## src/rtl/pipeline_hazard_ctrl_if.sv

```systemverilog
// Hazard-control bundle between the pipeline datapath and the
// central stall/flush/forwarding controller.
interface pipeline_hazard_ctrl_if;
  logic [4:0]  ID_Rs;
  logic [4:0]  ID_Rt;
  logic        ID_UseRs;
  logic        ID_UseRt;
  logic [4:0]  EX_Rs;
  logic [4:0]  EX_Rt;
  logic        EX_UseRs;
  logic        EX_UseRt;
  logic [4:0]  EX_RtRd;
  logic [4:0]  MEM_RtRd;
  logic [4:0]  WB_RtRd;
  logic        EX_RegWrite;
  logic        MEM_RegWrite;
  logic        MEM_MemRead;
  logic        MEM_MemWrite;
  logic        WB_RegWrite;
  logic        EX_ALUBusy;
  logic        IMem_Ready;
  logic        DMem_Ready;
  logic        MEM_Exception;
  logic [31:0] MEM_RestartPC;
  logic        MEM_IsBDS;
  logic        IF_Stall;
  logic        ID_Stall;
  logic        EX_Stall;
  logic        MEM_Stall;
  logic        WB_Stall;
  logic        IF_Flush;
  logic        ID_Flush;
  logic        EX_Flush;
  logic        MEM_Flush;
  logic [1:0]  FwdA_ID;
  logic [1:0]  FwdB_ID;
  logic [1:0]  FwdA_EX;
  logic [1:0]  FwdB_EX;
  logic        Exc_Redirect;
  logic [31:0] Exc_EPC;
  logic        Exc_IsBDS;
  logic        Exc_Cause;
  logic [31:0] Stall_Cycles;

  modport master (
    output ID_Rs, ID_Rt, ID_UseRs, ID_UseRt,
    output EX_Rs, EX_Rt, EX_UseRs, EX_UseRt,
    output EX_RtRd, MEM_RtRd, WB_RtRd,
    output EX_RegWrite, MEM_RegWrite,
    output MEM_MemRead, MEM_MemWrite, WB_RegWrite,
    output EX_ALUBusy, IMem_Ready, DMem_Ready,
    output MEM_Exception, MEM_RestartPC, MEM_IsBDS,
    input  IF_Stall, ID_Stall, EX_Stall,
    input  MEM_Stall, WB_Stall,
    input  IF_Flush, ID_Flush, EX_Flush, MEM_Flush,
    input  FwdA_ID, FwdB_ID, FwdA_EX, FwdB_EX,
    input  Exc_Redirect, Exc_EPC, Exc_IsBDS,
    input  Exc_Cause, Stall_Cycles
  );

  modport slave (
    input  ID_Rs, ID_Rt, ID_UseRs, ID_UseRt,
    input  EX_Rs, EX_Rt, EX_UseRs, EX_UseRt,
    input  EX_RtRd, MEM_RtRd, WB_RtRd,
    input  EX_RegWrite, MEM_RegWrite,
    input  MEM_MemRead, MEM_MemWrite, WB_RegWrite,
    input  EX_ALUBusy, IMem_Ready, DMem_Ready,
    input  MEM_Exception, MEM_RestartPC, MEM_IsBDS,
    output IF_Stall, ID_Stall, EX_Stall,
    output MEM_Stall, WB_Stall,
    output IF_Flush, ID_Flush, EX_Flush, MEM_Flush,
    output FwdA_ID, FwdB_ID, FwdA_EX, FwdB_EX,
    output Exc_Redirect, Exc_EPC, Exc_IsBDS,
    output Exc_Cause, Stall_Cycles
  );
endinterface

```

## src/rtl/pipeline_hazard_ctrl.sv

```systemverilog
// Per-stage stall/flush/forwarding control for the 5-stage core,
// including data-memory wait timeout and precise exception entry.
module pipeline_hazard_ctrl #(
  parameter int DMEM_TIMEOUT = 255,
  parameter int CNT_W        = 8
) (
  input logic                   clk,
  input logic                   rst,
  pipeline_hazard_ctrl_if.slave bus
);

  localparam logic [1:0] S_RUN   = 2'd0;
  localparam logic [1:0] S_WAIT  = 2'd1;
  localparam logic [1:0] S_REDIR = 2'd2;

  localparam logic [CNT_W-1:0] TO_LAST =
    CNT_W'(DMEM_TIMEOUT - 1);

  logic [1:0]       state_q, state_d;
  logic [CNT_W-1:0] cnt_q, cnt_d;
  logic [31:0]      epc_q, epc_d;
  logic             bds_q, bds_d;
  logic             cause_q, cause_d;
  logic [31:0]      sc_q, sc_d;

  logic       pend, abort, take;
  logic       mem_st, ex_st, id_st, if_st;
  logic       lu, id_dep;
  logic       st_if, st_id, st_ex, st_mem;
  logic       fl_if, fl_id, fl_ex, fl_mem;
  logic       redir;
  logic [1:0] fa_id, fb_id, fa_ex, fb_ex;

  function automatic logic hit(
    input logic [4:0] r,
    input logic [4:0] w,
    input logic       we
  );
    return we && (r == w) && (r != 5'd0);
  endfunction

  function automatic logic [1:0] fwd(
    input logic [4:0] r,
    input logic [4:0] m_rd,
    input logic       m_we,
    input logic       m_ld,
    input logic [4:0] w_rd,
    input logic       w_we
  );
    if (hit(r, m_rd, m_we) && !m_ld)
      return 2'b01;
    else if (hit(r, w_rd, w_we))
      return 2'b10;
    return 2'b00;
  endfunction

  always_comb begin
    fa_ex = fwd(bus.EX_Rs, bus.MEM_RtRd, bus.MEM_RegWrite,
                bus.MEM_MemRead, bus.WB_RtRd, bus.WB_RegWrite);
    fb_ex = fwd(bus.EX_Rt, bus.MEM_RtRd, bus.MEM_RegWrite,
                bus.MEM_MemRead, bus.WB_RtRd, bus.WB_RegWrite);
    fa_id = fwd(bus.ID_Rs, bus.MEM_RtRd, bus.MEM_RegWrite,
                bus.MEM_MemRead, bus.WB_RtRd, bus.WB_RegWrite);
    fb_id = fwd(bus.ID_Rt, bus.MEM_RtRd, bus.MEM_RegWrite,
                bus.MEM_MemRead, bus.WB_RtRd, bus.WB_RegWrite);
  end

  always_comb begin
    pend  = bus.MEM_MemRead | bus.MEM_MemWrite;
    abort = (state_q == S_WAIT) && (cnt_q == TO_LAST) &&
            !bus.DMem_Ready;
    mem_st = pend & ~bus.DMem_Ready & ~abort;
    lu = bus.MEM_MemRead & (
           (bus.EX_UseRs &
            hit(bus.EX_Rs, bus.MEM_RtRd, bus.MEM_RegWrite)) |
           (bus.EX_UseRt &
            hit(bus.EX_Rt, bus.MEM_RtRd, bus.MEM_RegWrite)));
    ex_st = mem_st | bus.EX_ALUBusy | lu;
    id_dep =
      (bus.ID_UseRs & (
         hit(bus.ID_Rs, bus.EX_RtRd, bus.EX_RegWrite) |
         (bus.MEM_MemRead &
          hit(bus.ID_Rs, bus.MEM_RtRd, bus.MEM_RegWrite)))) |
      (bus.ID_UseRt & (
         hit(bus.ID_Rt, bus.EX_RtRd, bus.EX_RegWrite) |
         (bus.MEM_MemRead &
          hit(bus.ID_Rt, bus.MEM_RtRd, bus.MEM_RegWrite))));
    id_st = ex_st | id_dep;
    if_st = id_st | ~bus.IMem_Ready;
    take  = abort | (bus.MEM_Exception & ~mem_st);
  end

  always_comb begin
    state_d = state_q;
    cnt_d   = cnt_q;
    epc_d   = epc_q;
    bds_d   = bds_q;
    cause_d = cause_q;
    st_if   = 1'b0;
    st_id   = 1'b0;
    st_ex   = 1'b0;
    st_mem  = 1'b0;
    fl_if   = 1'b0;
    fl_id   = 1'b0;
    fl_ex   = 1'b0;
    fl_mem  = 1'b0;
    redir   = 1'b0;
    unique case (state_q)
      S_RUN, S_WAIT: begin
        if (take) begin
          // Kill the faulting instruction and everything younger.
          fl_if   = 1'b1;
          fl_id   = 1'b1;
          fl_ex   = 1'b1;
          fl_mem  = 1'b1;
          epc_d   = bus.MEM_RestartPC;
          bds_d   = bus.MEM_IsBDS;
          cause_d = abort;
          cnt_d   = '0;
          state_d = S_REDIR;
        end else begin
          st_if  = if_st;
          st_id  = id_st;
          st_ex  = ex_st;
          st_mem = mem_st;
          if (state_q == S_RUN) begin
            if (mem_st) begin
              state_d = S_WAIT;
              cnt_d   = CNT_W'(1);
            end
          end else if (bus.DMem_Ready) begin
            state_d = S_RUN;
            cnt_d   = '0;
          end else begin
            cnt_d = cnt_q + 1'b1;
          end
        end
      end
      S_REDIR: begin
        redir   = 1'b1;
        fl_if   = 1'b1;
        cnt_d   = '0;
        state_d = S_RUN;
      end
      default: begin
        cnt_d   = '0;
        state_d = S_RUN;
      end
    endcase
    sc_d = sc_q;
    if (st_if && (sc_q != 32'hFFFF_FFFF))
      sc_d = sc_q + 32'd1;
  end

  always_ff @(posedge clk or negedge rst) begin
    if (!rst) begin
      state_q <= S_RUN;
      cnt_q   <= '0;
      epc_q   <= '0;
      bds_q   <= 1'b0;
      cause_q <= 1'b0;
      sc_q    <= '0;
    end else begin
      state_q <= state_d;
      cnt_q   <= cnt_d;
      epc_q   <= epc_d;
      bds_q   <= bds_d;
      cause_q <= cause_d;
      sc_q    <= sc_d;
    end
  end

  assign bus.IF_Stall     = rst & st_if;
  assign bus.ID_Stall     = rst & st_id;
  assign bus.EX_Stall     = rst & st_ex;
  assign bus.MEM_Stall    = rst & st_mem;
  assign bus.WB_Stall     = 1'b0;
  assign bus.IF_Flush     = rst & fl_if;
  assign bus.ID_Flush     = rst & fl_id;
  assign bus.EX_Flush     = rst & fl_ex;
  assign bus.MEM_Flush    = rst & fl_mem;
  assign bus.Exc_Redirect = rst & redir;
  assign bus.FwdA_ID      = rst ? fa_id : 2'b00;
  assign bus.FwdB_ID      = rst ? fb_id : 2'b00;
  assign bus.FwdA_EX      = rst ? fa_ex : 2'b00;
  assign bus.FwdB_EX      = rst ? fb_ex : 2'b00;
  assign bus.Exc_EPC      = epc_q;
  assign bus.Exc_IsBDS    = bds_q;
  assign bus.Exc_Cause    = cause_q;
  assign bus.Stall_Cycles = sc_q;

endmodule

```

## src/flat_wrapper.sv

```systemverilog
// flat-port wrapper written by rule: the top's interface ports become plain ports
module pipeline_hazard_ctrl_flat 
#(
  parameter int DMEM_TIMEOUT = 255,
  parameter int CNT_W        = 8
)
  (clk, rst, bus_ID_Rs, bus_ID_Rt, bus_ID_UseRs, bus_ID_UseRt, bus_EX_Rs, bus_EX_Rt, bus_EX_UseRs, bus_EX_UseRt, bus_EX_RtRd, bus_MEM_RtRd, bus_WB_RtRd, bus_EX_RegWrite, bus_MEM_RegWrite, bus_MEM_MemRead, bus_MEM_MemWrite, bus_WB_RegWrite, bus_EX_ALUBusy, bus_IMem_Ready, bus_DMem_Ready, bus_MEM_Exception, bus_MEM_RestartPC, bus_MEM_IsBDS, bus_IF_Stall, bus_ID_Stall, bus_EX_Stall, bus_MEM_Stall, bus_WB_Stall, bus_IF_Flush, bus_ID_Flush, bus_EX_Flush, bus_MEM_Flush, bus_FwdA_ID, bus_FwdB_ID, bus_FwdA_EX, bus_FwdB_EX, bus_Exc_Redirect, bus_Exc_EPC, bus_Exc_IsBDS, bus_Exc_Cause, bus_Stall_Cycles);
  pipeline_hazard_ctrl_if bus_i ();
  input logic clk;
  input logic rst;
  input wire logic [$bits(bus_i.ID_Rs)-1:0] bus_ID_Rs;
  input wire logic [$bits(bus_i.ID_Rt)-1:0] bus_ID_Rt;
  input wire logic [$bits(bus_i.ID_UseRs)-1:0] bus_ID_UseRs;
  input wire logic [$bits(bus_i.ID_UseRt)-1:0] bus_ID_UseRt;
  input wire logic [$bits(bus_i.EX_Rs)-1:0] bus_EX_Rs;
  input wire logic [$bits(bus_i.EX_Rt)-1:0] bus_EX_Rt;
  input wire logic [$bits(bus_i.EX_UseRs)-1:0] bus_EX_UseRs;
  input wire logic [$bits(bus_i.EX_UseRt)-1:0] bus_EX_UseRt;
  input wire logic [$bits(bus_i.EX_RtRd)-1:0] bus_EX_RtRd;
  input wire logic [$bits(bus_i.MEM_RtRd)-1:0] bus_MEM_RtRd;
  input wire logic [$bits(bus_i.WB_RtRd)-1:0] bus_WB_RtRd;
  input wire logic [$bits(bus_i.EX_RegWrite)-1:0] bus_EX_RegWrite;
  input wire logic [$bits(bus_i.MEM_RegWrite)-1:0] bus_MEM_RegWrite;
  input wire logic [$bits(bus_i.MEM_MemRead)-1:0] bus_MEM_MemRead;
  input wire logic [$bits(bus_i.MEM_MemWrite)-1:0] bus_MEM_MemWrite;
  input wire logic [$bits(bus_i.WB_RegWrite)-1:0] bus_WB_RegWrite;
  input wire logic [$bits(bus_i.EX_ALUBusy)-1:0] bus_EX_ALUBusy;
  input wire logic [$bits(bus_i.IMem_Ready)-1:0] bus_IMem_Ready;
  input wire logic [$bits(bus_i.DMem_Ready)-1:0] bus_DMem_Ready;
  input wire logic [$bits(bus_i.MEM_Exception)-1:0] bus_MEM_Exception;
  input wire logic [$bits(bus_i.MEM_RestartPC)-1:0] bus_MEM_RestartPC;
  input wire logic [$bits(bus_i.MEM_IsBDS)-1:0] bus_MEM_IsBDS;
  output wire logic [$bits(bus_i.IF_Stall)-1:0] bus_IF_Stall;
  output wire logic [$bits(bus_i.ID_Stall)-1:0] bus_ID_Stall;
  output wire logic [$bits(bus_i.EX_Stall)-1:0] bus_EX_Stall;
  output wire logic [$bits(bus_i.MEM_Stall)-1:0] bus_MEM_Stall;
  output wire logic [$bits(bus_i.WB_Stall)-1:0] bus_WB_Stall;
  output wire logic [$bits(bus_i.IF_Flush)-1:0] bus_IF_Flush;
  output wire logic [$bits(bus_i.ID_Flush)-1:0] bus_ID_Flush;
  output wire logic [$bits(bus_i.EX_Flush)-1:0] bus_EX_Flush;
  output wire logic [$bits(bus_i.MEM_Flush)-1:0] bus_MEM_Flush;
  output wire logic [$bits(bus_i.FwdA_ID)-1:0] bus_FwdA_ID;
  output wire logic [$bits(bus_i.FwdB_ID)-1:0] bus_FwdB_ID;
  output wire logic [$bits(bus_i.FwdA_EX)-1:0] bus_FwdA_EX;
  output wire logic [$bits(bus_i.FwdB_EX)-1:0] bus_FwdB_EX;
  output wire logic [$bits(bus_i.Exc_Redirect)-1:0] bus_Exc_Redirect;
  output wire logic [$bits(bus_i.Exc_EPC)-1:0] bus_Exc_EPC;
  output wire logic [$bits(bus_i.Exc_IsBDS)-1:0] bus_Exc_IsBDS;
  output wire logic [$bits(bus_i.Exc_Cause)-1:0] bus_Exc_Cause;
  output wire logic [$bits(bus_i.Stall_Cycles)-1:0] bus_Stall_Cycles;
  assign bus_i.ID_Rs = bus_ID_Rs;
  assign bus_i.ID_Rt = bus_ID_Rt;
  assign bus_i.ID_UseRs = bus_ID_UseRs;
  assign bus_i.ID_UseRt = bus_ID_UseRt;
  assign bus_i.EX_Rs = bus_EX_Rs;
  assign bus_i.EX_Rt = bus_EX_Rt;
  assign bus_i.EX_UseRs = bus_EX_UseRs;
  assign bus_i.EX_UseRt = bus_EX_UseRt;
  assign bus_i.EX_RtRd = bus_EX_RtRd;
  assign bus_i.MEM_RtRd = bus_MEM_RtRd;
  assign bus_i.WB_RtRd = bus_WB_RtRd;
  assign bus_i.EX_RegWrite = bus_EX_RegWrite;
  assign bus_i.MEM_RegWrite = bus_MEM_RegWrite;
  assign bus_i.MEM_MemRead = bus_MEM_MemRead;
  assign bus_i.MEM_MemWrite = bus_MEM_MemWrite;
  assign bus_i.WB_RegWrite = bus_WB_RegWrite;
  assign bus_i.EX_ALUBusy = bus_EX_ALUBusy;
  assign bus_i.IMem_Ready = bus_IMem_Ready;
  assign bus_i.DMem_Ready = bus_DMem_Ready;
  assign bus_i.MEM_Exception = bus_MEM_Exception;
  assign bus_i.MEM_RestartPC = bus_MEM_RestartPC;
  assign bus_i.MEM_IsBDS = bus_MEM_IsBDS;
  assign bus_IF_Stall = bus_i.IF_Stall;
  assign bus_ID_Stall = bus_i.ID_Stall;
  assign bus_EX_Stall = bus_i.EX_Stall;
  assign bus_MEM_Stall = bus_i.MEM_Stall;
  assign bus_WB_Stall = bus_i.WB_Stall;
  assign bus_IF_Flush = bus_i.IF_Flush;
  assign bus_ID_Flush = bus_i.ID_Flush;
  assign bus_EX_Flush = bus_i.EX_Flush;
  assign bus_MEM_Flush = bus_i.MEM_Flush;
  assign bus_FwdA_ID = bus_i.FwdA_ID;
  assign bus_FwdB_ID = bus_i.FwdB_ID;
  assign bus_FwdA_EX = bus_i.FwdA_EX;
  assign bus_FwdB_EX = bus_i.FwdB_EX;
  assign bus_Exc_Redirect = bus_i.Exc_Redirect;
  assign bus_Exc_EPC = bus_i.Exc_EPC;
  assign bus_Exc_IsBDS = bus_i.Exc_IsBDS;
  assign bus_Exc_Cause = bus_i.Exc_Cause;
  assign bus_Stall_Cycles = bus_i.Stall_Cycles;
  pipeline_hazard_ctrl #(.DMEM_TIMEOUT(DMEM_TIMEOUT), .CNT_W(CNT_W)) u_core (.clk(clk), .rst(rst), .bus(bus_i));
endmodule
```

## config.mk

```make
export PLATFORM = sky130hd
export DESIGN_NAME = pipeline_hazard_ctrl_flat
export DESIGN_NICKNAME = d
export VERILOG_FILES = /design/src/rtl/pipeline_hazard_ctrl_if.sv /design/src/rtl/pipeline_hazard_ctrl.sv /design/src/flat_wrapper.sv
export SDC_FILE = /design/constraint.sdc
export NUM_CORES = 1
export LEC_CHECK = 0
export ABC_CLOCK_PERIOD_IN_PS = 7100
export BUFFER_PORTS_ARGS = -buffer_cell sky130_fd_sc_hd__buf_2
export CORE_MARGIN = 2
export CORE_UTILIZATION = 54
export DETAILED_ROUTE_END_ITERATION = 7
export PLACE_DENSITY = 0.9
export RECOVER_POWER = 50
export SLEW_MARGIN = 20
export SYNTH_ARGS = -nofsm -noshare
export SYNTH_HDL_FRONTEND = slang
export SYNTH_SLANG_ARGS = --single-unit
```

## constraint.sdc

```tcl
create_clock -name clk -period 7.1 [get_ports clk]
set_clock_uncertainty 0.2 [all_clocks]
set_input_delay 0.71 -clock clk [delete_from_list [all_inputs] [get_ports clk]]
set_output_delay 0.71 -clock clk [all_outputs]
set_load 0.01 [all_outputs]
```

==> results.yml, run 1 <==
clock_network:
  postCtsHoldBufs: 0
  clk_path_buf_depth: 2
  clkSinkCount: 76
  clockRootBuffer: "clkbuf_8"
  clk_pin_slew_ns: 0.08
  htreeDepth: 3
  cts_made_buffers: 9
  clk_latency_ns: 0.33
  cts_tree: "done"
  post-cts-setup-buffer-count: 0
  ctsResizeCount: 0
placed_design:
  dp_hpwl_mm: 7.88
  numPortBuffers: 165
  placed_area_um2: 5250
  dp_cells: 642
  gp_congestion: 0.896
setup_path:
  critical_path_required_ns: 6.19
  end_kind: "primary output"
  critPathKind: "input pin to primary output"
  crit_fanout: 46
  worst_setup_path_start_kind: "input pin"
  r2r_slack_ns: 4.09
  arrival_ns: 3.50
floorplan:
  die_h_um: 94.5
  initial_core_util_pct: 54.7
  die_x_um: 94.5
  rows: 33
  die-area_um2: 8930
  io_pins: 167
  core-area_um2: 8090
synth:
  yosys_warnings: 0
  syn_inst: 390
  ys.flop_type: "dfrtp_1"
  syn_nets: 476
  synth_edf_count: 0
  async_flop_share_pct: 100
  avgSynthCellArea_um2: 11.3
  ys_seq_elements: 76
  yosysSeqAreaShare_pct: 43.0
  netlist_area_um2: 4420
  ys_types: 59
grt:
  grt_use_met2_pct: 39.0
  grt_first_pass_wirelength_mm: 16.0
  antenna_found_initial: 0
  overflow: 0
  grt_max_degree: 47
  met3_usage_pct: 4.31
  grt.busiest_layer: "met2"
  grt_usage_pct: 22.7
  grt_pass1_vias: 3436
  use_met1_pct: 28.5
layout:
  fin_cells: 657
  layout_common_cells: "123 x buf_2, 76 x dfrtp_1, 61 x xnor2_1"
  diodes: 0
  fillers: 658
  num-nets-final: 634
  final_common_cell: "buf_2"
  drive_gt1_share_pct: 38.4
  finalInstanceArea_um2: 5380
  syn2layout_area_growth_pct: 21.7
  utilization_pct: 66.5
drt:
  wl_mm: 10.2
  wl_per_cell_um: 15.5
  viasPerCell: 5.52
  drcViolationCount: 0
  final_antenna_net_count: 0
  drt_pass1_iterations: 4
  dr.first_iter.drc_count: 107
  via_count: 3629
timing:
  hold_viol_final: 0
  worstMarginPinSlew_ns: 2.18
  rsz0062_at_grt: "no"
  finalCritPeriodShare_pct: 62.1
  finalMaxSlewViolations: 47
  tns_ns: 0
  relSlewSlack_pct: -45.4
  fmax_mhz: 227
  setup_viol: 0
  min_period_ns: 4.41
hold_path:
  hp-class: "flip-flop to flip-flop"
run_status:
  failed_checks: "max-capacitance violations, max-slew violations"
  status: "finished, violations left"
power_and_ir_drop:
  power_mw: 1.12
  ir_worst_vdd_mv: 0.158
  power.density_nw_per_um2: 207
  leakage_nw: 2.45
run:
  cap_violations: 1
==> layer usage <==
metal  share of wire, %  vias to the layer above
met5                  0                        -
met4                1.6                        0
met3                6.4                       14
met2                 49                      139
met1                 43                     1764
li1                   -                     1712
==> cells by family after synthesis <==
family | share of synthesized area, %
AND/OR/NAND/NOR | 21.2
XOR/XNOR | 16.5
flip-flops | 43.0
multiplexers | 8.88
AO/OA/AOI/OAI | 5.94
buffers and inverters | 3.48
adder cells (fa/ha/maj) | 0.849
other | 0.0848
==> final cells by class <==
class	instances	area [um2]	area share, %
flip-flops and latches	76	1900	35.3
inverters	1	3.75	0.0697
well taps	105	131	2.44
multi-input cells	293	2370	44.0
clock inverters	6	65.1	1.21
clock buffers	9	124	2.30
repair buffers	167	788	14.6
==> worst max-delay path, stage by stage <==
cell,delay [ns]
clkbuf_1,1.52
buf_4,0.69
nand2_1,0.20
a21oi_1,0.19
buf_2,0.16
==> sequential cells by signal (all words and copies together), names as in the netlist <==
| name | count |
|---|---|
| u_core.bus.Exc_Cause | 1 |
| u_core.bus.Exc_EPC | 32 |
| u_core.bus.Exc_IsBDS | 1 |
| u_core.bus.Stall_Cycles | 32 |
| u_core.cnt_q | 8 |
| u_core.state_q | 2 |
==> final timing paths <==
path | start | endpoint | depth (start not counted)
worst min-delay path | u_core.bus.Stall_Cycles[10] | u_core.bus.Stall_Cycles[10] | 1
max in group asynchronous | rst | u_core.bus.Stall_Cycles[26] | 2
worst min register to register | u_core.bus.Stall_Cycles[10] | u_core.bus.Stall_Cycles[10] | 1
worst max-delay path | rst | bus_ID_Stall | 5
worst max register to register | u_core.cnt_q[0] | u_core.bus.Stall_Cycles[21] | 9
min in group asynchronous | rst | u_core.bus.Exc_EPC[19] | 1
==> power breakdown <==
| group | internal, mW | switching (mW) | total [mW] |
|---|---|---|---|
| clock network | 0.161 | 0.157 | 0.318 |
| registers | 0.488 | 0.0446 | 0.533 |
| logic | 0.124 | 0.141 | 0.265 |
| total | 0.773 | 0.343 | 1.12 |
==> cell usage after synthesis, drive strengths merged, types with 7 or more instances <==
master / n / area [um2]
and2: 7 / 45.1
and3: 19 / 121
buf: 15 / 116
dfrtp: 76 / 1900
mux2: 34 / 383
nand2: 19 / 71.3
nand3: 19 / 120
nand4: 25 / 169
nor2: 14 / 72.6
nor3: 11 / 85.1
nor4: 7 / 95.1
o21ai: 14 / 73.8
xnor2: 64 / 583
xor2: 17 / 149
==> per-stage QoR <==
| step | worst slack, ns | hold slack, ns |
|---|---|---|
| floorplan | 3.96 | 0.214 |
| CTS | 3.41 | 0.140 |
| finish | 2.69 | 0.296 |
| detailed placement | 3.41 | 0.274 |
| global route | 2.20 | 0.308 |
| global placement | 3.47 | 0.269 |
Power figures use the tool's default switching activity.
==> inputs of run 2 (changes only) <==
Settings changed: ABC_CLOCK_PERIOD_IN_PS 7100 to 4250, CORE_UTILIZATION 54 to 50, PLACE_DENSITY 0.9 to 0.84.
Clock period 7.1 ns to 4.25 ns, I/O delays scaled along.
==> run 2 against run 1 <==
The flow now finishes without violations. Worst setup slack got worse by 1.7 ns. First-iteration DRC count rose by 0.93%. Power rose by 70%. Sequential cell count did not move. Utilization fell by 4.1 points. Combinational power rose by 66%. Highest routed layer unchanged. Count of clock-buffer cells in the layout rose by 2. Largest power group unchanged. Sequential power rose by 67%. Design area rose by 0.21%.
==> results.yml, run 2 (synthesis gave the netlist of run 1 again) <==
run_status:
  status: "completed"
clock_network:
  clk_latency_ns: 0.34
  clockRootBuffer: "clkbuf_8"
  post-cts-setup-buffer-count: 0
  clkSinkCount: 76
  postCtsHoldBufs: 1
  cts_made_buffers: 9
  ctsResizeCount: 0
  clk_pin_slew_ns: 0.09
  htreeDepth: 3
  clk_path_buf_depth: 2
  cts_tree: "done"
hold_path:
  min_from: "bus_MEM_RestartPC[24]"
  hold_depth: 2
  hold_path_end: "u_core.bus.Exc_EPC[24]"
  hp-class: "input pin to flip-flop"
layout:
  layout_common_cells: "98 x buf_2, 76 x dfrtp_1, 67 x clkbuf_1"
  drive_gt1_share_pct: 34.1
  syn2layout_area_growth_pct: 21.9
  num-nets-final: 636
  final_common_cell: "buf_2"
  fin_cells: 663
  diodes: 0
grt:
  overflow: 0
  grt_first_pass_wirelength_mm: 17.3
  grt_max_degree: 52
  grt_pass1_vias: 3621
  grt_usage_pct: 21.8
  antenna_found_initial: 0
setup_path:
  critical_path_required_ns: 3.62
  critPathKind: "flip-flop to primary output"
  reg2reg_depth: 10
  crit_slowest_cell: "dfrtp_1"
  r2r_slack_ns: 1.57
  reg2reg_from: "u_core.cnt_q[0]"
  crit_fanout: 8
  max_stage_delay_ns: 0.45
  arrival_ns: 2.64
  worst_setup_path_start_kind: "flip-flop"
  end_kind: "primary output"
  r2r_end: "u_core.bus.Stall_Cycles[18]"
  crit_path_cell_trace: "inv_1, ha_1, nand3b_1, nor4_4, o21bai_1, a311oi_4, and2_1, nor2_1, buf_2"
power_and_ir_drop:
  share_comb_of_total_power_pct: 23.2
  swShare_pct: 30.8
  intPower_mw: 1.31
  power_frac_clock_pct: 30.0
  ir_worst_vdd_mv: 0.284
  power.density_nw_per_um2: 352
  p_seq_share_pct: 46.8
  leakage_nw: 2.37
  power_switching_mw: 0.586
drt:
  final_antenna_net_count: 0
  drcViolationCount: 0
  viasPerCell: 5.49
  via_count: 3640
  drt_pass1_iterations: 4
  wl_mm: 10.4
  wl_per_cell_um: 15.7
  dr.first_iter.drc_count: 108
floorplan:
  die_x_um: 98.1
  rows: 34
  die_h_um: 98.1
  initial_core_util_pct: 51.2
  die-area_um2: 9620
  io_pins: 167
  core-area_um2: 8640
placed_design:
  numPortBuffers: 165
  dp_cells: 646
  gp_congestion: 0.919
  dp_hpwl_mm: 8.22
run:
  cap_violations: 0
timing:
  setup_viol: 0
  fmax_mhz: 306
  worstMarginPinSlew_ns: 1.20
  finalMaxSlewViolations: 0
  rsz0062_at_grt: "no"
  relSlewSlack_pct: 19.9
  tns_ns: 0
  finalCritPeriodShare_pct: 76.9
  min_period_ns: 3.27
  hold_viol_final: 0
[run 2: how the worst max path moves through the flow]
stage	start	endpoint	cells past startpoint
5_1_grt	u_core.cnt_q[0]	bus_IF_Stall	9
3_5_place_dp	bus_EX_Rs[1]	bus_IF_Stall	8
3_3_place_gp	bus_EX_Rs[1]	bus_IF_Stall	8
4_1_cts	u_core.cnt_q[0]	bus_IF_Stall	9
2_1_floorplan	bus_EX_Rs[1]	bus_IF_Stall	7
6_report	u_core.cnt_q[0]	bus_IF_Stall	9
[run 2: layout make-up]
class                           count  area (um2)
Multi-Input combinational cell    293        2370
Sequential cell                    76        1900
Inverter                            1        3.75
Timing Repair Buffer              169         776
Clock inverter                      5        67.6
Clock buffer                       11         141
Fill cell                         775        3240
Tap cell                          108         135
[run 2: power by group through the flow]
| stage | combinational (mW) | clock [mW] | sequential [mW] |
|---|---|---|---|
| 3_3_place_gp | 0.455 | 0 | 0.893 |
| 2_1_floorplan | 0.225 | 0 | 0.937 |
| 4_1_cts | 0.470 | 0.586 | 0.888 |
| 3_5_place_dp | 0.468 | 0 | 0.903 |
| 5_1_grt | 0.483 | 0.620 | 0.905 |
| 6_report | 0.441 | 0.569 | 0.890 |
[run 2: through the flow]
| stage | hold WS (ns) | util (%) | setup slack, ns | area [um2] | total power, mW |
|---|---|---|---|---|---|
| finish | 0.107 | 62.5 | 0.981 | 5390 | 1.90 |
| global route | 0.0875 | 62.5 | 0.793 | 5390 | 2.01 |
| CTS | 0.0975 | 63.4 | 0.958 | 5480 | 1.94 |
| detailed placement | 0.201 | 60.9 | 1.14 | 5260 | 1.37 |
| global placement | 0.186 | 60.9 | 1.20 | 5260 | 1.35 |
| floorplan | -0.0706 | - | 1.68 | 4420 | 1.16 |
[run 2: routing by layer]
layer	up-vias	track usage (%)	wire, um	part of all wire, %
li1	1719	-	-	-
met4	0	4.91	174	1.7
met2	115	37.3	5140	49
met3	14	4.94	554	5.3
met1	1792	28.4	4520	43
met5	-	0	0	0
[run 2: worst max-delay path, delay by kind of cell, from the launching register on]
kind | cells | cell delay [ns]
buf+inv | 2 | 0.24
simple gates | 4 | 0.96
compound gates | 2 | 0.52
fa+ha+maj | 1 | 0.14
flops | 1 | 0.45
